## config.mk

```make
export PLATFORM = sky130hd
export DESIGN_NAME = fifo_burst_writer
export DESIGN_NICKNAME = d
export VERILOG_FILES = /design/src/rtl/fifo_burst_pkg.sv /design/src/rtl/sat_counter.sv /design/src/rtl/fifo_burst_writer.sv
export SDC_FILE = /design/constraint.sdc
export NUM_CORES = 1
export LEC_CHECK = 0
export CAP_MARGIN = 20
export CORE_ASPECT_RATIO = 0.9
export CORE_UTILIZATION = 49
export CTS_CLUSTER_DIAMETER = 60
export CTS_CLUSTER_SIZE = 20
export DETAILED_ROUTE_END_ITERATION = 6
export GPL_ROUTABILITY_DRIVEN = 0
export PLACE_DENSITY = 0.84
export SYNTH_ARGS = -nofsm -noshare
export SYNTH_HDL_FRONTEND = slang
export SYNTH_SLANG_ARGS = --single-unit
export TNS_END_PERCENT = 1
```

## constraint.sdc

```tcl
create_clock -name wclk -period 2.36 [get_ports wclk]
set_input_delay 0.354 -clock wclk [delete_from_list [all_inputs] [get_ports wclk]]
set_output_delay 0.354 -clock wclk [all_outputs]
set_load 0.05 [all_outputs]
```

## src/rtl/fifo_burst_pkg.sv

```systemverilog
// Shared types and default widths for the dual-clock FIFO burst writer and read-side checker.
// Latency: n/a (declarations only).
// Backpressure: n/a.
package fifo_burst_pkg;

    localparam int DEF_DATA_WIDTH  = 8;
    localparam int DEF_LEN_WIDTH   = 5;
    localparam int DEF_STALL_WIDTH = 8;

    typedef enum logic [1:0] {
        IDLE = 2'd0,
        SEND = 2'd1,
        FIN  = 2'd2
    } burst_state_t;

endpackage

```

## src/rtl/sat_counter.sv

```systemverilog
// Saturating up-counter with synchronous clear; clear wins over increment.
// Latency: count updates on the clock edge after inc/clr.
// Backpressure: none; it holds at all-ones once saturated.
//
// Ports:
//   clk, rst_n : clock, async active-low reset
//   clr        : synchronous clear to zero
//   inc        : increment enable
//   cnt        : current count
module sat_counter #(
    parameter int WIDTH = 8
) (
    input  logic             clk,
    input  logic             rst_n,
    input  logic             clr,
    input  logic             inc,
    output logic [WIDTH-1:0] cnt
);

    localparam logic [WIDTH-1:0] ONE = {{(WIDTH-1){1'b0}}, 1'b1};

    always_ff @(posedge clk or negedge rst_n) begin
        if (!rst_n) begin
            cnt <= '0;
        end else if (clr) begin
            cnt <= '0;
        end else if (inc && (cnt != '1)) begin
            cnt <= cnt + ONE;
        end
    end

endmodule

```

## src/rtl/fifo_burst_writer.sv

```systemverilog
// Write-side burst source: pushes an arithmetic-sequence burst into the FIFO, tracking stalls and an XOR checksum.
// Latency: first word is presented the cycle after START; DONE follows the last accepted word by one cycle.
// Backpressure: WFULL holds the presented word in place, which is retried at one word per cycle once it drops.
//
// Ports:
//   wclk, w_rst        : write clock, async active-low reset
//   start, abort       : burst request (IDLE only), burst terminate (SEND only)
//   burst_len/seed/step: burst parameters captured with an accepted start
//   wfull              : FIFO full flag (already in wclk domain)
//   w_inc, wdata       : FIFO write request and data
//   busy, done, aborted: status; done is a one-cycle pulse qualified by aborted
//   sent_cnt, stall_cnt, checksum : per-burst statistics, held until the next start
module fifo_burst_writer
    import fifo_burst_pkg::*;
#(
    parameter int DATA_WIDTH  = DEF_DATA_WIDTH,
    parameter int LEN_WIDTH   = DEF_LEN_WIDTH,
    parameter int STALL_WIDTH = DEF_STALL_WIDTH
) (
    input  logic                   wclk,
    input  logic                   w_rst,
    input  logic                   start,
    input  logic                   abort,
    input  logic [LEN_WIDTH-1:0]   burst_len,
    input  logic [DATA_WIDTH-1:0]  seed,
    input  logic [DATA_WIDTH-1:0]  step,
    input  logic                   wfull,
    output logic                   w_inc,
    output logic [DATA_WIDTH-1:0]  wdata,
    output logic                   busy,
    output logic                   done,
    output logic                   aborted,
    output logic [LEN_WIDTH-1:0]   sent_cnt,
    output logic [STALL_WIDTH-1:0] stall_cnt,
    output logic [DATA_WIDTH-1:0]  checksum
);

    localparam logic [LEN_WIDTH-1:0] LEN_ONE = {{(LEN_WIDTH-1){1'b0}}, 1'b1};

    burst_state_t state, state_nxt;

    logic [LEN_WIDTH-1:0]  len_q;
    logic [DATA_WIDTH-1:0] step_q;
    logic                  launch;
    logic                  last_word;

    assign launch    = (state == IDLE) && start;
    // W_INC is always high in SEND, so the word is accepted whenever WFULL is low.
    assign last_word = ((sent_cnt + LEN_ONE) == len_q);

    // State register
    always_ff @(posedge wclk or negedge w_rst) begin
        if (!w_rst) begin
            state <= IDLE;
        end else begin
            state <= state_nxt;
        end
    end

    // Next-state logic
    always_comb begin
        state_nxt = state;
        case (state)
            IDLE: begin
                if (start) begin
                    state_nxt = (burst_len != '0) ? SEND : FIN;
                end
            end
            SEND: begin
                // Abort beats acceptance: the word on the bus this cycle is not counted.
                if (abort) begin
                    state_nxt = FIN;
                end else if (!wfull && last_word) begin
                    state_nxt = FIN;
                end
            end
            FIN:     state_nxt = IDLE;
            default: state_nxt = IDLE;
        endcase
    end

    // Output decode: driven straight from the state flops, so no input-to-output path.
    always_comb begin
        w_inc = 1'b0;
        busy  = 1'b0;
        done  = 1'b0;
        case (state)
            SEND: begin
                w_inc = 1'b1;
                busy  = 1'b1;
            end
            FIN:     done = 1'b1;
            default: ;
        endcase
    end

    // Data path: burst parameters, write data generator, accepted-word count and checksum.
    always_ff @(posedge wclk or negedge w_rst) begin
        if (!w_rst) begin
            len_q    <= '0;
            step_q   <= '0;
            wdata    <= '0;
            sent_cnt <= '0;
            checksum <= '0;
            aborted  <= 1'b0;
        end else if (launch) begin
            len_q    <= burst_len;
            step_q   <= step;
            wdata    <= seed;
            sent_cnt <= '0;
            checksum <= '0;
            aborted  <= 1'b0;
        end else if (state == SEND) begin
            if (abort) begin
                aborted <= 1'b1;
            end else if (!wfull) begin
                sent_cnt <= sent_cnt + LEN_ONE;
                checksum <= checksum ^ wdata;
                wdata    <= wdata + step_q;
            end
        end
    end

    // An aborting cycle is not a stall even if WFULL is high.
    sat_counter #(
        .WIDTH (STALL_WIDTH)
    ) u_stall_cnt (
        .clk   (wclk),
        .rst_n (w_rst),
        .clr   (launch),
        .inc   ((state == SEND) && wfull && !abort),
        .cnt   (stall_cnt)
    );

endmodule

```

Yosys cells after proc, flatten, opt, wreduce, memory -nomap -nowiden
Index checks and enable logic that the tools add are counted.

Register bits after elaboration: 45. Bits of input ports: 26. Output and inout bits: 33. Logic and storage cells: 59.

$add $sub $neg: 3. Equality and inequality tests: 8. Mux-type cells: 24. Bitwise operators: 1. Reduce and logical (&&, ||, !) cells: 15.

Operators with widths (count): $mux W8 (10); $mux W5 (4); $add A8 B1 Y8 const B (1); $add A8 B8 Y8 (1); $mux W2 (4); $ne A8 B8 Y1 const B (1); $xor A8 B8 Y8 (1); $reduce_bool A2 Y1 (3); $add A5 B1 Y5 const B (1); $eq A5 B5 Y1 (1); $logic_and A1 B1 Y1 (5); $mux W1 (5); $reduce_bool A5 Y1 (1); $ne A2 B1 Y1 const B (2); $pmux W2 S2 (1); $reduce_and A2 Y1 (2); $ne A3 B3 Y1 const B (1); $reduce_and A3 Y1 (1); $eq A2 B1 Y1 const B (1); $eq A2 B2 Y1 const B (1); $logic_not A1 Y1 (2); $logic_not A2 Y1 (1); $ne A2 B2 Y1 const B (1).

Logic depth before layout (Yosys ltp)
Depth in word-level cells: 6. Mapped depth: 9. Gate-level depth less buffers: 9.

Cells and area by module
A second synthesis with hierarchy kept.

Cells, all modules: 263. Area, all modules: 2436.1 um^2.

Modules (own cells, without submodules): fifo_burst_writer (instances 1, cells an instance 214, area an instance 1971.9 um^2); sat_counter (instances 1, cells an instance 49, area an instance 464.2 um^2).

Least setup slack after synthesis
OpenSTA, ideal clock, no wires.

Path kind: register -> register. Start point: register wdata[0]. End point: register wdata[6]. Data arrival time: 1.961 ns. Data required time: 2.224 ns. Slack: 0.263 ns. Cell stages (with the launch flop): 10. Buffers on the path: 0. Clock period less this slack: 2.097 ns. Path through: dfrtp_1 -> ha_1 -> inv_1 -> fa_1 -> nor2b_1 -> o21ai_0 -> nand2b_1 -> a2111oi_0 -> a31oi_1 -> o21ai_0.

Word-level cells in the longest chain between the ends: 5.

Ends and longest elaborated chain: from (decl) (RTL line fifo_burst_writer.sv:29) `output logic [DATA_WIDTH-1:0] wdata,`; from (signal assigned) (RTL line fifo_burst_writer.sv:119) `wdata <= wdata + step_q;`; $add A8 B8 Y8 (RTL line fifo_burst_writer.sv:119); $mux W8 (RTL line fifo_burst_writer.sv:116) `end else if (!wfull) begin`; $mux W8 (RTL line fifo_burst_writer.sv:114) `if (abort) begin`; $mux W8 (RTL line fifo_burst_writer.sv:113) `end else if (state == SEND) begin`; $mux W8 (RTL line fifo_burst_writer.sv:106) `end else if (launch) begin`.

Every way passes these cells. The select of a mux whose other input is x is not followed. A chain may end at the register's enable or synchronous reset.

Final worst setup path
Start point: register state[1]. End point: output done.

Word-level cells in the longest chain between the ends: 2.

Ends and longest elaborated chain: from (decl) (RTL line fifo_burst_writer.sv:40) `burst_state_t state, state_nxt;`; from (signal assigned) (RTL line fifo_burst_writer.sv:56) `state <= state_nxt;`; $eq A2 B2 Y1 (RTL line fifo_burst_writer.sv:87) `case (state)`; $mux W1 (RTL line fifo_burst_writer.sv:87); to (decl) (RTL line fifo_burst_writer.sv:31) `output logic done,`.

Every way passes these cells.

==> flow_summary.toml <==
[global_routing]
grt_max_degree = 46
grt-ovfl-total = 0
grt_pass1_vias = 1911
grt_pass1_wl_um = 8780
grt_antenna_before_repair = 0
grt_usage = 0.234

[layout]
drive_gt1_frac = 0.0710
layout_common_cells = "nand2_1 (59), clkdlybuf4s50_1 (57), dfrtp_1 (45), nor2_1 (25)"
design_area_mm2 = 0.00308
layout_commonest_cell = "nand2_1"
syn_to_final_growth_pct = 31.6
num_antenna_cells = 0
fin_util = 0.682
instances_no_fill = 372
fin_nets = 345

[worst_setup_path]
path_class = "flip-flop to primary output"
r2r_slack_ns = 0.33
critical_path_arrival_ns = 1.77
cpPeakStageDelay_ns = 0.80
critPathMaxFanout = 4
startpoint = "state[1]$_DFFE_PN0P_"
crit_slowest_cell = "clkdlybuf4s50_1"
path_cells = "inv_1 -> nor2_1 -> clkdlybuf4s50_1"
critPathRequiredTime_ns = 2.01
path_buf_inv = 2
rr_worst_depth = 9
r2r-start = "wdata[0]$_DFFE_PN0P_"
cp_top_family = "buffers and inverters"
worstSetupEndpointType = "primary output"
start_kind = "flip-flop"
r2r-end = "wdata[6]$_DFFE_PN0P_"

[clocking]
root_buffer = "clkbuf_8"
path_clk_slew_ns = 0.08
numCtsBuffers = 5
worstSkewPairLatency_ns = 0.30
cts.sinks = 45
h-tree-depth = 2
cts_tree = "yes"
cts_resized = 0
cts_hold_buf = 0
cts_setup_buffers = 0
clockBufferDepth = 2

[die]
die-area_mm2 = 0.00506
io_pins = 59
die_w_um = 74.8
fp.coreArea_mm2 = 0.00452
rows = 23
start_util = 0.518
fp.dieH_um = 67.6

[logic_synthesis]
ys_types = 43
yosys_register_bits = 45
netlist.area_leader.share = 0.481
yosysTopAreaCell = "dfrtp_1"
ys_seq_area_frac = 0.481
avgSynthCellArea_um2 = 9.43
synthCells = 248
synth-edff-count = 0
netlist_top_cells_area = "dfrtp_1 (48%), nand2_1 (9.5%), xor2_1 (6.0%), ha_1 (4.8%), nor2_1 (4.0%)"
synth-async-reset-ratio = 1.00
yosys_most_used_dff = "dfrtp_1"
syn_area_mm2 = 0.00234
ys_warn_count = 0
syn_nets = 284

[timing]
fin_crit_ns = 2.12
setup_viol = 0
hold_violations = 0
slew_viol_final = 0
setup_ws_ns = 0.239
max_freq_mhz = 471
rsz0062_at_grt = "no"
slew_headroom = 0.588
final_min_period_over_clock_period = 0.899
fin_setup_tns_ns = 0
finClkSkew_ns = 0.00740
worstMarginPinSlew_ns = 0.618

[placement]
io_buffers = 58
dpl.hpwl_um = 3660
placed_cells = 364
pre_cts_ws_ns = 0.252
post_dp_cell_area_mm2 = 0.00300

[power_and_ir_drop]
ir_drop_v = 0.000649
leakage_nw = 1.39
p_per_area_mw_per_mm2 = 1330

[route]
drt_pass1_iterations = 4
drc = 0
wl_um = 5110
viasPerCell = 5.19
antenna_left = 0
wl_per_cell_um = 13.7
first_iter_violations = 91
vias = 1932

[job]
maxCapViolCount = 0

[hold_path]
hp-class = "input pin to asynchronous set/reset pin"

[run_status]
status = "complete, no violations"
## logic make-up after synthesis
| logic type | count (synthesis) | synth area share |
|---|---|---|
| buffers and inverters | 15 | 0.0283 |
| muxes | 2 | 0.00856 |
| AOI/OAI and AO/OA | 42 | 0.124 |
| and+or+nand+nor | 110 | 0.211 |
| adders and majority gates | 10 | 0.0567 |
| DFF | 45 | 0.481 |
| xor gates and xnor gates | 24 | 0.0898 |
## metrics by stage
stage	power [W]	hold slack (ns)
2_1_floorplan	0.00295	0.0584
4_1_cts	0.00413	0.142
3_3_place_gp	0.00359	0.465
5_1_grt	0.00442	0.180
3_5_place_dp	0.00364	0.470
6_report	0.00411	0.131
## cells in the mapped netlist, types with 3 or more instances
library cell   n
nand2_1       59
dfrtp_1       45
nor2_1        25
o21ai_0       16
xor2_1        16
ha_1           9
xnor2_1        8
nand3_1        6
buf_2          5
inv_1          5
a31oi_1        4
a21oi_1        3
a22oi_1        3
nand2b_1       3
o21bai_1       3
## power breakdown
part           internal (W)  switching [W]
logic              0.000911        0.00143
clock network      0.000210       0.000257
registers           0.00105       0.000250
## state kept, by name (all words and copies together), names as in the netlist
register,count
aborted,1
checksum,8
len_q,5
sent_cnt,5
state,2
step_q,8
u_stall_cnt.cnt,8
wdata,8
## worst max-delay path by stage
stage	to	slack, ns	depth (start not counted)
final	done	0.24	3
after global routing	done	0.14	3
after CTS	done	0.23	3
after detailed placement	wdata[6]$_DFFE_PN0P_	0.25	5
after global placement	wdata[7]$_DFFE_PN0P_	0.38	4
after floorplan	wdata[6]$_DFFE_PN0P_	0.26	9
## routing by layer
metal	routed length, µm	track usage	vias to the layer above
met3	279	0.0597	7
met2	2420	0.395	57
met1	2350	0.295	911
met5	0	0	-
met4	55	0.0708	0
li1	-	-	957
## area by class of cell
type | count | area, µm²
clock inverter | 1 | 7.51
clock buffer | 7 | 76.3
inverter | 5 | 18.8
sequential | 45 | 1130
timing repair buffer | 64 | 621
fill | 378 | 1440
multi-input combinational | 188 | 1150
tap | 62 | 77.6
## worst register-to-register path: stages (launching register included)
cell and delay, ns:
dfrtp_1 0.41, ha_1 0.24, inv_1 0.08, fa_1 0.20, nor2b_1 0.07, o21ai_0 0.17, nand2b_1 0.12, a2111oi_0 0.43
a31oi_1 0.09, o21ai_0 0.15
Note: power is estimated with default switching activity, not from simulation.
